**config.mk**
```make
export PLATFORM = sky130hd
export DESIGN_NAME = scoreboard_register_file
export DESIGN_NICKNAME = d
export VERILOG_FILES = /design/src/rtl/scoreboard_register_file.sv
export SDC_FILE = /design/constraint.sdc
export NUM_CORES = 1
export LEC_CHECK = 0
export CAP_MARGIN = 20
export CORE_UTILIZATION = 45
export CTS_BUF_LIST = sky130_fd_sc_hd__clkbuf_2
export DETAILED_ROUTE_END_ITERATION = 12
export PLACE_DENSITY_LB_ADDON = 0.08
export SLEW_MARGIN = 0
export SYNTH_ARGS = -nofsm -noshare
export SYNTH_HDL_FRONTEND = slang
export SYNTH_SLANG_ARGS = --single-unit
export TNS_END_PERCENT = 100
```
**constraint.sdc**
```tcl
create_clock -name Clock -period 5.5 [get_ports Clock]
set_clock_uncertainty 0.15 [all_clocks]
set_input_delay 1.375 -clock Clock [delete_from_list [all_inputs] [get_ports Clock]]
set_output_delay 1.375 -clock Clock [all_outputs]
set_load 0.01 [all_outputs]
```
**src/rtl/scoreboard_register_file.sv**
```systemverilog
// rtl/scoreboard_register_file.sv - parametrised register file with per-register busy scoreboard
module scoreboard_register_file #(
  parameter int DATA_WIDTH = 16,
  parameter int ADDR_WIDTH = 2,
  parameter int BYPASS     = 1,
  parameter int ZERO_REG   = 0
) (
  input  logic                         Clock,
  input  logic                         Reset,
  input  logic [ADDR_WIDTH-1:0]        RS,
  input  logic [ADDR_WIDTH-1:0]        RT,
  input  logic [ADDR_WIDTH-1:0]        RD,
  input  logic [DATA_WIDTH-1:0]        WriteData,
  input  logic                         RegWrite,
  input  logic                         Reserve,
  input  logic [ADDR_WIDTH-1:0]        ReserveRD,
  output logic [DATA_WIDTH-1:0]        ReadRS,
  output logic [DATA_WIDTH-1:0]        ReadRT,
  output logic                         RSReady,
  output logic                         RTReady,
  output logic [(2**ADDR_WIDTH)-1:0]   Busy
);

  localparam int NUM_REGS = 2 ** ADDR_WIDTH;

  logic [DATA_WIDTH-1:0] regs [NUM_REGS];
  logic [NUM_REGS-1:0]   busy_q;
  logic                  write_ok;
  logic                  reserve_ok;

  assign write_ok   = RegWrite && !((ZERO_REG != 0) && (RD == '0));
  assign reserve_ok = Reserve && !((ZERO_REG != 0) && (ReserveRD == '0));

  // Reserve is applied after the write clear so a same-index reserve leaves the register busy.
  always_ff @(posedge Clock) begin
    if (Reset) begin
      for (int i = 0; i < NUM_REGS; i++) begin
        regs[i] <= '0;
      end
      busy_q <= '0;
    end else begin
      if (write_ok) begin
        regs[RD]   <= WriteData;
        busy_q[RD] <= 1'b0;
      end
      if (reserve_ok) begin
        busy_q[ReserveRD] <= 1'b1;
      end
    end
  end

  always_comb begin
    ReadRS  = regs[RS];
    RSReady = ~busy_q[RS];
    if ((ZERO_REG != 0) && (RS == '0)) begin
      ReadRS  = '0;
      RSReady = 1'b1;
    end else if ((BYPASS != 0) && RegWrite && (RD == RS)) begin
      ReadRS  = WriteData;
      RSReady = 1'b1;
    end
  end

  always_comb begin
    ReadRT  = regs[RT];
    RTReady = ~busy_q[RT];
    if ((ZERO_REG != 0) && (RT == '0)) begin
      ReadRT  = '0;
      RTReady = 1'b1;
    end else if ((BYPASS != 0) && RegWrite && (RD == RT)) begin
      ReadRT  = WriteData;
      RTReady = 1'b1;
    end
  end

  assign Busy = busy_q;

endmodule
```
-- Yosys cells after proc, flatten, opt, wreduce, memory -nomap -nowiden
Memory sizes are Yosys's and may differ from the RTL's.
Index checks and enable logic that the tools add are counted.
- memories: 1
- flip-flop bits (word level): 4
- output and inout port bits: 38
- logic and storage cells: 43
- bits in writable memories: 64
- bits in latches: 0
- memory bits (read-only): 0
- input bits: 28
- shift operators: 0
- multiply operators: 0
- magnitude comparators: 6
- equal/unequal tests: 2
- $add $sub $neg: 0
- divide/modulo/power cells: 0
- reduce and logical (&&, ||, !) cells: 5
- bitwise logic cells: 5
- mux-type cells: 23
- memory list (name ; depth ; width ; read ports ; clocked after memory_dff ; write ports ; line ; RTL):
    regs ; 4 ; 16 ; 2 ; 0 ; 4 ; 26 ; logic [DATA_WIDTH-1:0] regs [NUM_REGS];
- operators with widths (kind ; count):
    two-way mux 16 bit ; 3
    OR reduction 16 bit ; 1
    less-than comparator 2 x 3 -> 1 bit, second input constant ; 4
    two-way mux 1 bit ; 12
    two-way mux 4 bit ; 3
    bitwise AND 4 bit ; 1
    binary-select mux 1 bit (select 2 bit) ; 2
    demux 1 bit (select 2 bit) ; 2
    equality test 2 bit ; 2
    >= comparator 2 x 1 -> 1 bit, second input constant ; 2
    logical AND 1 bit ; 4
    NOT 4 bit ; 1
    OR 4 bit ; 1
    two-way mux 2 bit ; 1
    NOT 1 bit ; 2

-- Depth between registers and ports, before layout
Gate-level depths: netlist (run 1).
- depth in word-level cells: 10
- gate-level depth with buffers: 5
- depth with buffers taken out: 3

-- Worst setup path after synthesis (run 1)
No wires, ideal clock.
- kind: in2out
- start point: input RT[0]
- end point: output ReadRT[10]
- data required time: 3.975 ns
- path slack: 1.538 ns
- arrival time: 2.437 ns
- cell stages on the path: 4
- path buffers: 2
- cell sequence: buf_6 buf_6 mux4_2 mux2_4
- longest elaborated chain between the ends: 3
- elaborated cells on any way between the ends: 4
- those cells by class: eq/ne (1); mux (1); reduce/logical (1); memory (1)
- ends and longest elaborated chain (item ; line ; RTL):
    start, declared ; 11 ; input logic [ADDR_WIDTH-1:0] RT,
    parallel branches: the longest is 2 deep, another holds memory (4 x 16 bit) ; -- ;
    two-way mux 16 bit (*) ; 70 ; end else if ((BYPASS != 0) && RegWrite && (RD == RT)) begin
    end, declared ; 18 ; output logic [DATA_WIDTH-1:0] ReadRT,
Every way passes the cells marked *.

-- Worst setup path after layout (run 1)
- start point: input RS[0]
- end point: output ReadRS[5]
- longest elaborated chain between the ends: 3
- elaborated cells on any way between the ends: 4
- those cells by class: eq/ne (1); mux (1); reduce/logical (1); memory (1)
- ends and longest elaborated chain (item ; line ; RTL):
    start, declared ; 10 ; input logic [ADDR_WIDTH-1:0] RS,
    parallel branches: the longest is 2 deep, another holds memory (4 x 16 bit) ; -- ;
    two-way mux 16 bit (*) ; 58 ; end else if ((BYPASS != 0) && RegWrite && (RD == RS)) begin
    end, declared ; 17 ; output logic [DATA_WIDTH-1:0] ReadRS,
Marks and branches as above.

==> results of run 1 <==
worst min path at each step:
stage            start       to  depth (start not counted)
2_1_floorplan  Busy[3]  Busy[3]                          2
3_3_place_gp   Busy[3]  Busy[3]                          2
3_5_place_dp   Busy[3]  Busy[3]                          2
4_1_cts        Busy[3]  Busy[3]                          2
5_1_grt        Busy[3]  Busy[3]                          2
6_report       Busy[3]  Busy[3]                          2
final cells by class:
type,instances,area [µm²],area share [%]
inverter,18,67.56,1.427
sequential,68,2002,42.29
multi-input combinational,157,1667,35.21
clock inverter,3,40.04,0.8459
tap,105,131.4,2.776
clock buffer,11,55.05,1.163
timing repair buffer,76,770.7,16.28
synth_stat cells:
cell type	instances	area share (%)
sky130_fd_sc_hd__a21oi_1	3	0.39
sky130_fd_sc_hd__a31o_2	1	0.23
sky130_fd_sc_hd__buf_1	2	0.19
sky130_fd_sc_hd__buf_12	1	0.52
sky130_fd_sc_hd__buf_2	2	0.26
sky130_fd_sc_hd__buf_6	7	2.0
sky130_fd_sc_hd__clkbuf_1	6	0.58
sky130_fd_sc_hd__dfxtp_1	4	2.1
sky130_fd_sc_hd__edfxtp_1	64	50
sky130_fd_sc_hd__inv_1	18	1.7
sky130_fd_sc_hd__mux2_2	14	4.1
sky130_fd_sc_hd__mux2_4	18	7.0
sky130_fd_sc_hd__mux4_1	12	8.1
sky130_fd_sc_hd__mux4_2	22	13
sky130_fd_sc_hd__nand2_1	18	1.7
sky130_fd_sc_hd__nand2b_1	3	0.48
sky130_fd_sc_hd__nand3_2	2	0.52
sky130_fd_sc_hd__nand3b_1	2	0.39
sky130_fd_sc_hd__nand4b_1	1	0.23
sky130_fd_sc_hd__nor2_1	49	4.7
sky130_fd_sc_hd__nor2b_1	1	0.16
sky130_fd_sc_hd__nor3b_1	1	0.19
sky130_fd_sc_hd__o21ai_0	3	0.39
sky130_fd_sc_hd__o21bai_1	2	0.39
sky130_fd_sc_hd__or3b_1	1	0.23
sky130_fd_sc_hd__xnor2_1	4	0.90
state kept, by name, indices dropped and copies added (netlist names):
name / count
regs: 64
Busy: 4
kinds of logic after synthesis:
family	count (synthesis)	share of synthesized area [%]
muxes	66	31.99
AOI/OAI and AO/OA	9	1.389
xor gates and xnor gates	4	0.9046
DFF	68	51.70
buffers and inverters	36	5.331
and+or+nand+nor	78	8.692
worst max-delay path, stage by stage:
cell                              delay, ns
sky130_fd_sc_hd__clkdlybuf4s50_1       0.52
sky130_fd_sc_hd__buf_4                 0.28
sky130_fd_sc_hd__mux4_1                0.60
sky130_fd_sc_hd__mux2_2                0.28
sky130_fd_sc_hd__clkdlybuf4s50_1       0.47
stage by stage:
step / hold WS, ns / std cells / instance area (µm²) / setup WS [ns] / total power, mW
6_report: 0.3641 / 438 / 4733 / 0.4499 / 1.198
5_1_grt: 0.4201 / 438 / 4733 / 0.3487 / 1.249
4_1_cts: 0.3695 / 438 / 4733 / 0.4225 / 1.201
3_5_place_dp: 0.3495 / 424 / 4638 / 0.4261 / 0.9384
3_3_place_gp: 0.3369 / 424 / 4638 / 0.4355 / 0.9366
2_1_floorplan: 0.3550 / 261 / 3872 / 1.538 / 0.8008
power groups by stage:
| stage | sequential [mW] | clock (mW) | combinational, mW |
|---|---|---|---|
| floorplan | 0.629 | 0 | 0.172 |
| global placement | 0.633 | 0 | 0.304 |
| detailed placement | 0.635 | 0 | 0.303 |
| CTS | 0.623 | 0.273 | 0.305 |
| global route | 0.628 | 0.298 | 0.324 |
| finish | 0.623 | 0.273 | 0.303 |
routing by layer:
metal / vias up / share of wire (%) / routed length, µm / track usage (%)
met1: 1291 / 46 / 4103 / 29.37
met4: 0 / 1.2 / 108 / 6.692
met5: - / 0 / 0 / 0
met2: 67 / 49 / 4409 / 36.27
li1: 1130 / - / - / -
met3: 8 / 4.0 / 362 / 4.187
==> summary.md, run 1 <==
- count of different cell masters after synthesis: 26
- required time of the critical path: 3.97 ns
- arrival time worst endpoint: 3.53 ns
- Syn Inst Count: 261
- wire length of the first global-routing pass: 13,990 µm
- crit path launch: RS[0]
- vias in the first global route: 2,459
- overall die width: 94.77 µm
- P_leak: 1.832 nW
- count of boundary I/O pins: 66
- final antenna diode count: 0
- Critical Path End Type: output port
- Final period util: 91.82%
- combinational power share: 25.2%
- depth of the CTS H-tree: 3
- critical path type: input port to output port
- worst slew pin tran: 1.046 ns
- combined area of all synthesized cells: 3872 µm²
- number of filler instances in the final layout: 695
- net count of the mapped netlist: 289
- maximum fanout encountered on the critical timing path: 11
- vertical extent of the die: 94.77 µm
- total number of placement rows: 33
- clock tree from TritonCTS: built
- Max Clk Rate: 198.0 MHz
- Area growth syn-to-layout: 22.23%
- final critical delay including setup and external delays: 5.050 ns
- net total in the final layout: 358
- Post-route DRC: 0
- number of DRC violations after detailed-routing iteration 0: 139
- capturing point of the worst reg2reg path: Busy[1]
- proportion of total power due to net switching: 25.72%
- hold violation total from the final report: 0
- Sequential Power Share: 52.0%
- core box area: 8258 µm²
- outcome: complete, no violations
- input/output buffers: 65
- first-pass iteration count of the detailed router: 4
- worst vdd ir: 143.5 µV
- GP Congestion: 0.7358
- Total GRT Usage: 21.92%
- fin util: 57.32%
- sw power: 308.2 µW
- power density normalized to cell area: 253.2 nW/µm²
- initial antenna violation count: 0
- layout cells sized above 1: 24.92%
- Worst Reg-to-Reg Cells: 2
- destination of the critical timing path: ReadRS[5]
- RSZ-0062 raised after global routing: no
- yosys synthesis warning count: 0
- number of setup violations in the final report: 0
- Synth Area per Inst: 14.84 µm²
- clock latency reported for the late side of the worst-skew pair: 0.47 ns
- part of the Yosys area used for sequential elements: 51.70%
- WL/cell: 20.51 µm
- setup slack of the worst register-to-register path: 4.58 ns
- max-slew violation count: 0
- final antenna-violating net count: 0
- total setup buffers inserted after CTS: 0
- die area: 8980 µm²
- maximum buffer depth of the clock tree: 2
- via count normalized by instance count: 5.699
- pin count of the biggest net entering global routing: 19
- routed vias: 2,496
- half-perimeter wire length after placement: 5612 µm
- share of power burned in the clock network: 22.7%
- number of cells upsized or downsized after cts: 0
- commonest non-fill, non-tap cells in the layout: sky130_fd_sc_hd__clkdlybuf4s50_1, sky130_fd_sc_hd__edfxtp_1, sky130_fd_sc_hd__nor2_1, sky130_fd_sc_hd__mux4_2
- internal power consumption: 890.1 µW
- sinks on the clock net: 68
- most common library cell in the layout ignoring fill and taps: sky130_fd_sc_hd__clkdlybuf4s50_1
- Critical Path Start Type: input port
- Min-Delay Path Class: flip-flop to flip-flop
- number of buffers created by CTS: 9
- clock slew at reported path FFs: 0.16 ns
- Clk Tree Root Cell: sky130_fd_sc_hd__clkbuf_2
- slew margin rel.: 30.30%
- reg-to-reg critical path startpoint: Busy[1]
- #FFs+latches synth: 68
- total gr overflow: 0
- total negative slack: 0 ns
- overall routed net length: 8984 µm
- Starting Density: 46.89%
- number of buffers inserted for hold repair after clock tree synthesis: 0
- Maximum Capacitance Violations: 0
(Power assumes the default switching activity.)
==> run 2, diff against run 1 <==
- MAX_ROUTING_LAYER: not set -> met4
==> run 2 against run 1 <==
  * Sequential share of layout area stayed put
  * Non-clock buffer count stayed put
  * Core utilization stayed put
  * Clock-buffer cell count stayed put
  * Largest cell class unchanged
  * Largest power group unchanged
  * Highest routed layer unchanged
==> summary.md, run 2 (synthesized netlist as in run 1, its figures left out) <==
- vertical extent of the die: 94.77 µm, unchanged
- total setup buffers inserted after CTS: 0, unchanged
- depth of the CTS H-tree: 3, unchanged
- CP peak stage delay: 0.60 ns, about the same
- Final period util: 91.77%, about the same
- Post-route DRC: 0, unchanged
- count of boundary I/O pins: 66, unchanged
- number of cells upsized or downsized after cts: 0, unchanged
- Worst Reg-to-Reg Cells: 2, unchanged
- most common library cell in the layout ignoring fill and taps: sky130_fd_sc_hd__clkdlybuf4s50_1
- Worst path most repeated cell: sky130_fd_sc_hd__clkdlybuf4s50_1
- overall die width: 94.77 µm, unchanged
- wire length of the first global-routing pass: 13,970 µm, -0.15%
- pin count of the biggest net entering global routing: 19, unchanged
- layout cells sized above 1: 24.92%, unchanged
- final antenna-violating net count: 0, unchanged
- register containing the most flip-flops in the final layout: regs
- RSZ-0062 raised after global routing: no
- number of buffers created by CTS: 9, unchanged
- die area: 8980 µm², unchanged
- half-perimeter wire length after placement: 5612 µm, unchanged
- max-slew violation count: 0, unchanged
- combinational power share: 25.3%, about the same
- input/output buffers: 65, unchanged
- Critical Path Start Type: input port
- outcome: complete, no violations
- Critical Path, Cell by Cell: clkdlybuf4s50_1, buf_4, mux4_1, mux2_2, clkdlybuf4s50_1
- Sequential Power Share: 52.1%, about the same
- Multi-input gate area: 1667 µm², unchanged
- overall routed net length: 8902 µm, -0.91%
- total negative slack: 0 ns, unchanged
- maximum fanout encountered on the critical timing path: 11, unchanged
- Total GRT Usage: 22.66%, +0.73 points
- final antenna diode count: 0, unchanged
- sinks on the clock net: 68, unchanged
- power density normalized to cell area: 252.5 nW/µm², -0.27%
- worst slew pin tran: 1.011 ns, -0.03441 ns
- vias in the first global route: 2,472, +0.53%
- proportion of total power due to net switching: 25.52%, -0.20 points
- share of power burned in the clock network: 22.6%, about the same
- Min-Delay Path Class: flip-flop to flip-flop
- Clk Tree Root Cell: sky130_fd_sc_hd__clkbuf_2
- number of filler instances in the final layout: 695, unchanged
- number of setup violations in the final report: 0, unchanged
- sequential cell area in the final layout: 2002 µm², unchanged
- first-pass iteration count of the detailed router: 4, unchanged
- P_leak: 1.832 nW, unchanged
- WL/cell: 20.32 µm, -0.91%
- worst vdd ir: 143.8 µV, +0.23%
- Area growth syn-to-layout: 22.23%, unchanged
- total gr overflow: 0, unchanged
- via count normalized by instance count: 5.651, -0.84%
- internal power consumption: 890.1 µW, about the same
- commonest non-fill, non-tap cells in the layout: sky130_fd_sc_hd__clkdlybuf4s50_1, sky130_fd_sc_hd__edfxtp_1, sky130_fd_sc_hd__nor2_1, sky130_fd_sc_hd__mux4_2
- arrival time worst endpoint: 3.52 ns, about the same
- routed vias: 2,475, -0.84%
- number of placed cells counting well taps: 424, unchanged
- fin util: 57.32%, unchanged
- total number of placement rows: 33, unchanged
- initial antenna violation count: 0, unchanged
- number of DRC violations after detailed-routing iteration 0: 136, -2.2%
- Maximum Capacitance Violations: 0, unchanged
- Starting Density: 46.89%, unchanged
- sw power: 304.9 µW, -1.1%
- GP Congestion: 0.7448, +1.2%
- clock latency reported for the late side of the worst-skew pair: 0.46 ns, about the same
- required time of the critical path: 3.97 ns, about the same
- Critical Path End Type: output port
- clock tree from TritonCTS: built
- flip-flop count of the largest register after layout: 64, unchanged
- hold-critical path depth: 2, unchanged
- number of buffers inserted for hold repair after clock tree synthesis: 0, unchanged
- clock slew at reported path FFs: 0.16 ns, about the same
- CP max stage cell: sky130_fd_sc_hd__mux4_1
- Max Clk Rate: 198.1 MHz, about the same
- hold violation total from the final report: 0, unchanged
- final standard cell count with taps included and fillers excluded: 438, unchanged
- slew margin rel.: 32.59%, +2.3 points
- critical path type: input port to output port
- final critical delay including setup and external delays: 5.047 ns, -0.002984 ns
- maximum buffer depth of the clock tree: 2, unchanged
- core box area: 8258 µm², unchanged
- net total in the final layout: 358, unchanged
==> run 2: cell counts in the layout (fill, tap and decap cells not counted) <==
No cell type changed its count.
==> run 2: final cells by class <==
class                   count  area share [%]
well taps                 105           2.776
repair buffers             76           16.28
flip-flops and latches     68           42.29
inverters                  18           1.427
clock inverters             3          0.8459
clock buffers              11           1.163
multi-input cells         157           35.21
==> run 2: power groups by stage <==
stage | Sequential, mW | Combinational [mW] | Clock, mW
after global placement | 0.633 | 0.304 | 0
after floorplan | 0.629 | 0.172 | 0
after detailed placement | 0.635 | 0.303 | 0
final | 0.623 | 0.302 | 0.270
after CTS | 0.623 | 0.305 | 0.273
after global routing | 0.628 | 0.323 | 0.299
==> run 2: final timing paths <==
kind / start / endpoint / slack [ns]
hold reg to reg: Busy[3] / Busy[3] / 0.37
setup reg to reg: Busy[1] / Busy[1] / 4.58
setup / recovery: RS[0] / ReadRS[5] / 0.45
hold / removal: Busy[3] / Busy[3] / 0.37
==> run 2: worst max-delay path, delay by kind of cell <==
kind	cells	cell delay (ns)
buffers and inverters	3	1.26
muxes	2	0.88
==> run 2: through the flow <==
stage,hold slack (ns),instance area (µm²),power (mW),setup slack (ns)
finish,0.3663,4733,1.195,0.4529
global route,0.4197,4733,1.250,0.3487
CTS,0.3695,4733,1.201,0.4225
detailed placement,0.3495,4638,0.9384,0.4261
global placement,0.3369,4638,0.9366,0.4355
floorplan,0.3550,3872,0.8008,1.538
==> run 2: per-layer routing <==
layer	track usage (%)	share of wire, %	up-vias
met5	-	0	-
met4	6.313	0.99	0
met3	4.670	4.9	6
met2	36.27	50	81
met1	29.42	44	1260
li1	-	-	1128
==> run 3, diff against run 2 <==
- PLACE_DENSITY: not set -> 0.75
- PLACE_DENSITY_LB_ADDON: 0.08 -> not set
==> run 3 against run 2 <==
  * Sequential power about the same
  * Die area unchanged
  * Highest routed layer unchanged
  * Largest power group unchanged
  * Critical path type unchanged
  * Hold slack better by 0.010 ns
  * Clock power increased by 2%
  * Combinational power about the same
  * Global-route usage decreased by 0.71 points
==> summary.md, run 3 (synthesized netlist as in run 1, its figures left out) <==
- clock latency reported for the late side of the worst-skew pair: 0.51 ns, +0.05 ns
- number of cells upsized or downsized after cts: 0, unchanged
- Post-route DRC: 0, unchanged
- number of buffers inserted for hold repair after clock tree synthesis: 0, unchanged
- net total in the final layout: 356, -0.56%
- via count normalized by instance count: 5.626, -0.44%
- max-slew violation count: 0, unchanged
- Max Clk Rate: 201.4 MHz, +1.7%
- number of buffers created by CTS: 9, unchanged
- Area growth syn-to-layout: 22.29%, about the same
- Min-Delay Path Class: flip-flop to flip-flop
- worst vdd ir: 98.62 µV, -31%
- CP peak stage delay: 0.51 ns, -0.09 ns
- design area: 4736 µm², about the same
- Final period util: 90.27%, -1.5 points
- most crowded layer after global routing: met2
- routed vias: 2,464, -0.44%
- Clk Tree Root Cell: sky130_fd_sc_hd__clkbuf_2
- maximum buffer depth of the clock tree: 2, unchanged
- total setup buffers inserted after CTS: 0, unchanged
- Total GRT Usage: 21.95%, -0.71 points
- register containing the most flip-flops in the final layout: regs
- clock tree from TritonCTS: built
- Global Route met3 Usage: 2.254%, -2.4 points
- Critical Path End Type: output port
- first-pass iteration count of the detailed router: 5, +1
- P_leak: 1.821 nW, -0.61%
- Worst path top cell family by delay: buffers and inverters
- number of placed cells counting well taps: 422, -0.47%
- Critical Path, Cell by Cell: clkdlybuf4s50_1, buf_12, xnor2_1, nand3_2, buf_12, mux2_4, clkdlybuf4s50_1
- vias in the first global route: 2,591, +4.8%
- commonest non-fill, non-tap cells in the layout: sky130_fd_sc_hd__clkdlybuf4s50_1, sky130_fd_sc_hd__edfxtp_1, sky130_fd_sc_hd__nor2_1, sky130_fd_sc_hd__mux4_2
- wire length of the first global-routing pass: 13,530 µm, -3.1%
- capturing point of the worst reg2reg path: Busy[1]
- total gr overflow: 0, unchanged
- worst path buffer plus inverter count: 4, +1
- overall die width: 94.77 µm, unchanged
- end of the worst hold path: Busy[3]
- maximum fanout encountered on the critical timing path: 18, +7
- count of boundary I/O pins: 66, unchanged
- number of filler instances in the final layout: 707, +1.7%
- Critical Path Start Type: input port
- number of DRC violations after detailed-routing iteration 0: 165, +21%
- WL/cell: 19.68 µm, -3.2%
- final antenna-violating net count: 0, unchanged
- clock slew at reported path FFs: 0.20 ns, +0.04 ns
- required time of the critical path: 3.97 ns, about the same
- outcome: complete, no violations
- worst slew pin tran: 0.9822 ns, -0.02894 ns
- total number of placement rows: 33, unchanged
- reg-to-reg critical path startpoint: Busy[1]
- arrival time worst endpoint: 3.44 ns, -0.08 ns
- vertical extent of the die: 94.77 µm, unchanged
- input/output buffers: 65, unchanged
- hold path start: Busy[3]
- most common library cell in the layout ignoring fill and taps: sky130_fd_sc_hd__clkdlybuf4s50_1
- layout cells sized above 1: 23.42%, -1.5 points
- sinks on the clock net: 68, unchanged
- GR Layer Usage met1: 27.23%, -2.2 points
- pin count of the biggest net entering global routing: 19, unchanged
- hold violation total from the final report: 0, unchanged
- Maximum Capacitance Violations: 0, unchanged
- final antenna diode count: 0, unchanged
- placed cell areas: 4633 µm², -0.11%
- total negative slack: 0 ns, unchanged
- depth of the CTS H-tree: 3, unchanged
- initial antenna violation count: 0, unchanged
- Worst Reg-to-Reg Cells: 2, unchanged
- flip-flop count of the largest register after layout: 64, unchanged
- final standard cell count with taps included and fillers excluded: 438, unchanged
- number of setup violations in the final report: 0, unchanged
- half-perimeter wire length after placement: 5560 µm, -0.93%
- hold-critical path depth: 2, unchanged
- critical path type: input port to output port
- die area: 8980 µm², unchanged
- setup slack of the worst register-to-register path: 4.63 ns, +0.05 ns
- slew margin rel.: 34.52%, +1.9 points
- CP max stage cell: sky130_fd_sc_hd__clkdlybuf4s50_1
- met2 Use GR: 35.85%, -0.42 points
- final critical delay including setup and external delays: 4.965 ns, -0.08219 ns
- GP Congestion: 0.7710, +3.5%
- power density normalized to cell area: 253.4 nW/µm², +0.37%
- RSZ-0062 raised after global routing: no
- Starting Density: 46.89%, unchanged
- overall routed net length: 8619 µm, -3.2%
- core box area: 8258 µm², unchanged
run 3: cell types whose count changed in the layout (fill, tap and decap cells not counted):
cell / change
sky130_fd_sc_hd__nor2b_1: +1
sky130_fd_sc_hd__buf_4: -3
sky130_fd_sc_hd__clkbuf_2: -2
sky130_fd_sc_hd__clkinvlp_4: +1
sky130_fd_sc_hd__buf_12: +1
sky130_fd_sc_hd__clkinv_1: +4
sky130_fd_sc_hd__nor2b_2: -1
sky130_fd_sc_hd__clkinv_2: -1
run 3: cell type report:
type,instances,area (µm²),share of cell area [%]
clock buffer,9,45.04,0.9511
clock inverter,7,57.56,1.215
inverter,18,67.56,1.427
multi-input combinational,157,1664,35.14
sequential,68,2002,42.27
tap,105,131.4,2.774
timing repair buffer,74,768.2,16.22
run 3: worst max path at each step:
| stage | startpoint | end | slack (ns) | cells after the start |
|---|---|---|---|---|
| finish | RT[0] | ReadRT[8] | 0.54 | 7 |
| global route | RS[0] | ReadRS[8] | 0.44 | 7 |
| CTS | RT[0] | ReadRT[8] | 0.51 | 7 |
| detailed placement | RT[0] | ReadRT[8] | 0.52 | 7 |
| global placement | RS[0] | ReadRS[5] | 0.53 | 5 |
| floorplan | RT[0] | ReadRT[10] | 1.54 | 4 |
run 3: worst min-delay path, delay by kind of cell (launching register included):
family          cells  cell delay (ns)
compound gates      1             0.07
flops               1             0.38
buf+inv             1             0.05
run 3: per-stage QoR:
| step | setup WS (ns) | utilization, % | hold slack [ns] | total power [mW] |
|---|---|---|---|---|
| 5_1_grt | 0.4364 | 57.35 | 0.4037 | 1.246 |
| 2_1_floorplan | 1.538 | - | 0.3550 | 0.8008 |
| 6_report | 0.5351 | 57.35 | 0.3766 | 1.200 |
| 3_5_place_dp | 0.5197 | 56.11 | 0.3528 | 0.9386 |
| 3_3_place_gp | 0.5295 | 56.11 | 0.3461 | 0.9332 |
| 4_1_cts | 0.5131 | 57.35 | 0.3796 | 1.206 |
run 3: report_power, final:
| part | switching, mW | internal (mW) | total [mW] |
|---|---|---|---|
| registers | 0.0182 | 0.606 | 0.624 |
| logic | 0.120 | 0.181 | 0.301 |
| clock network | 0.177 | 0.0983 | 0.275 |
| total | 0.314 | 0.886 | 1.20 |
run 3: routing by layer:
metal  vias up  share of wire (%)
li1       1127                  -
met1      1210                 41
met2       112                 51
met3        15                5.9
met4         0                2.1
met5         -                  0
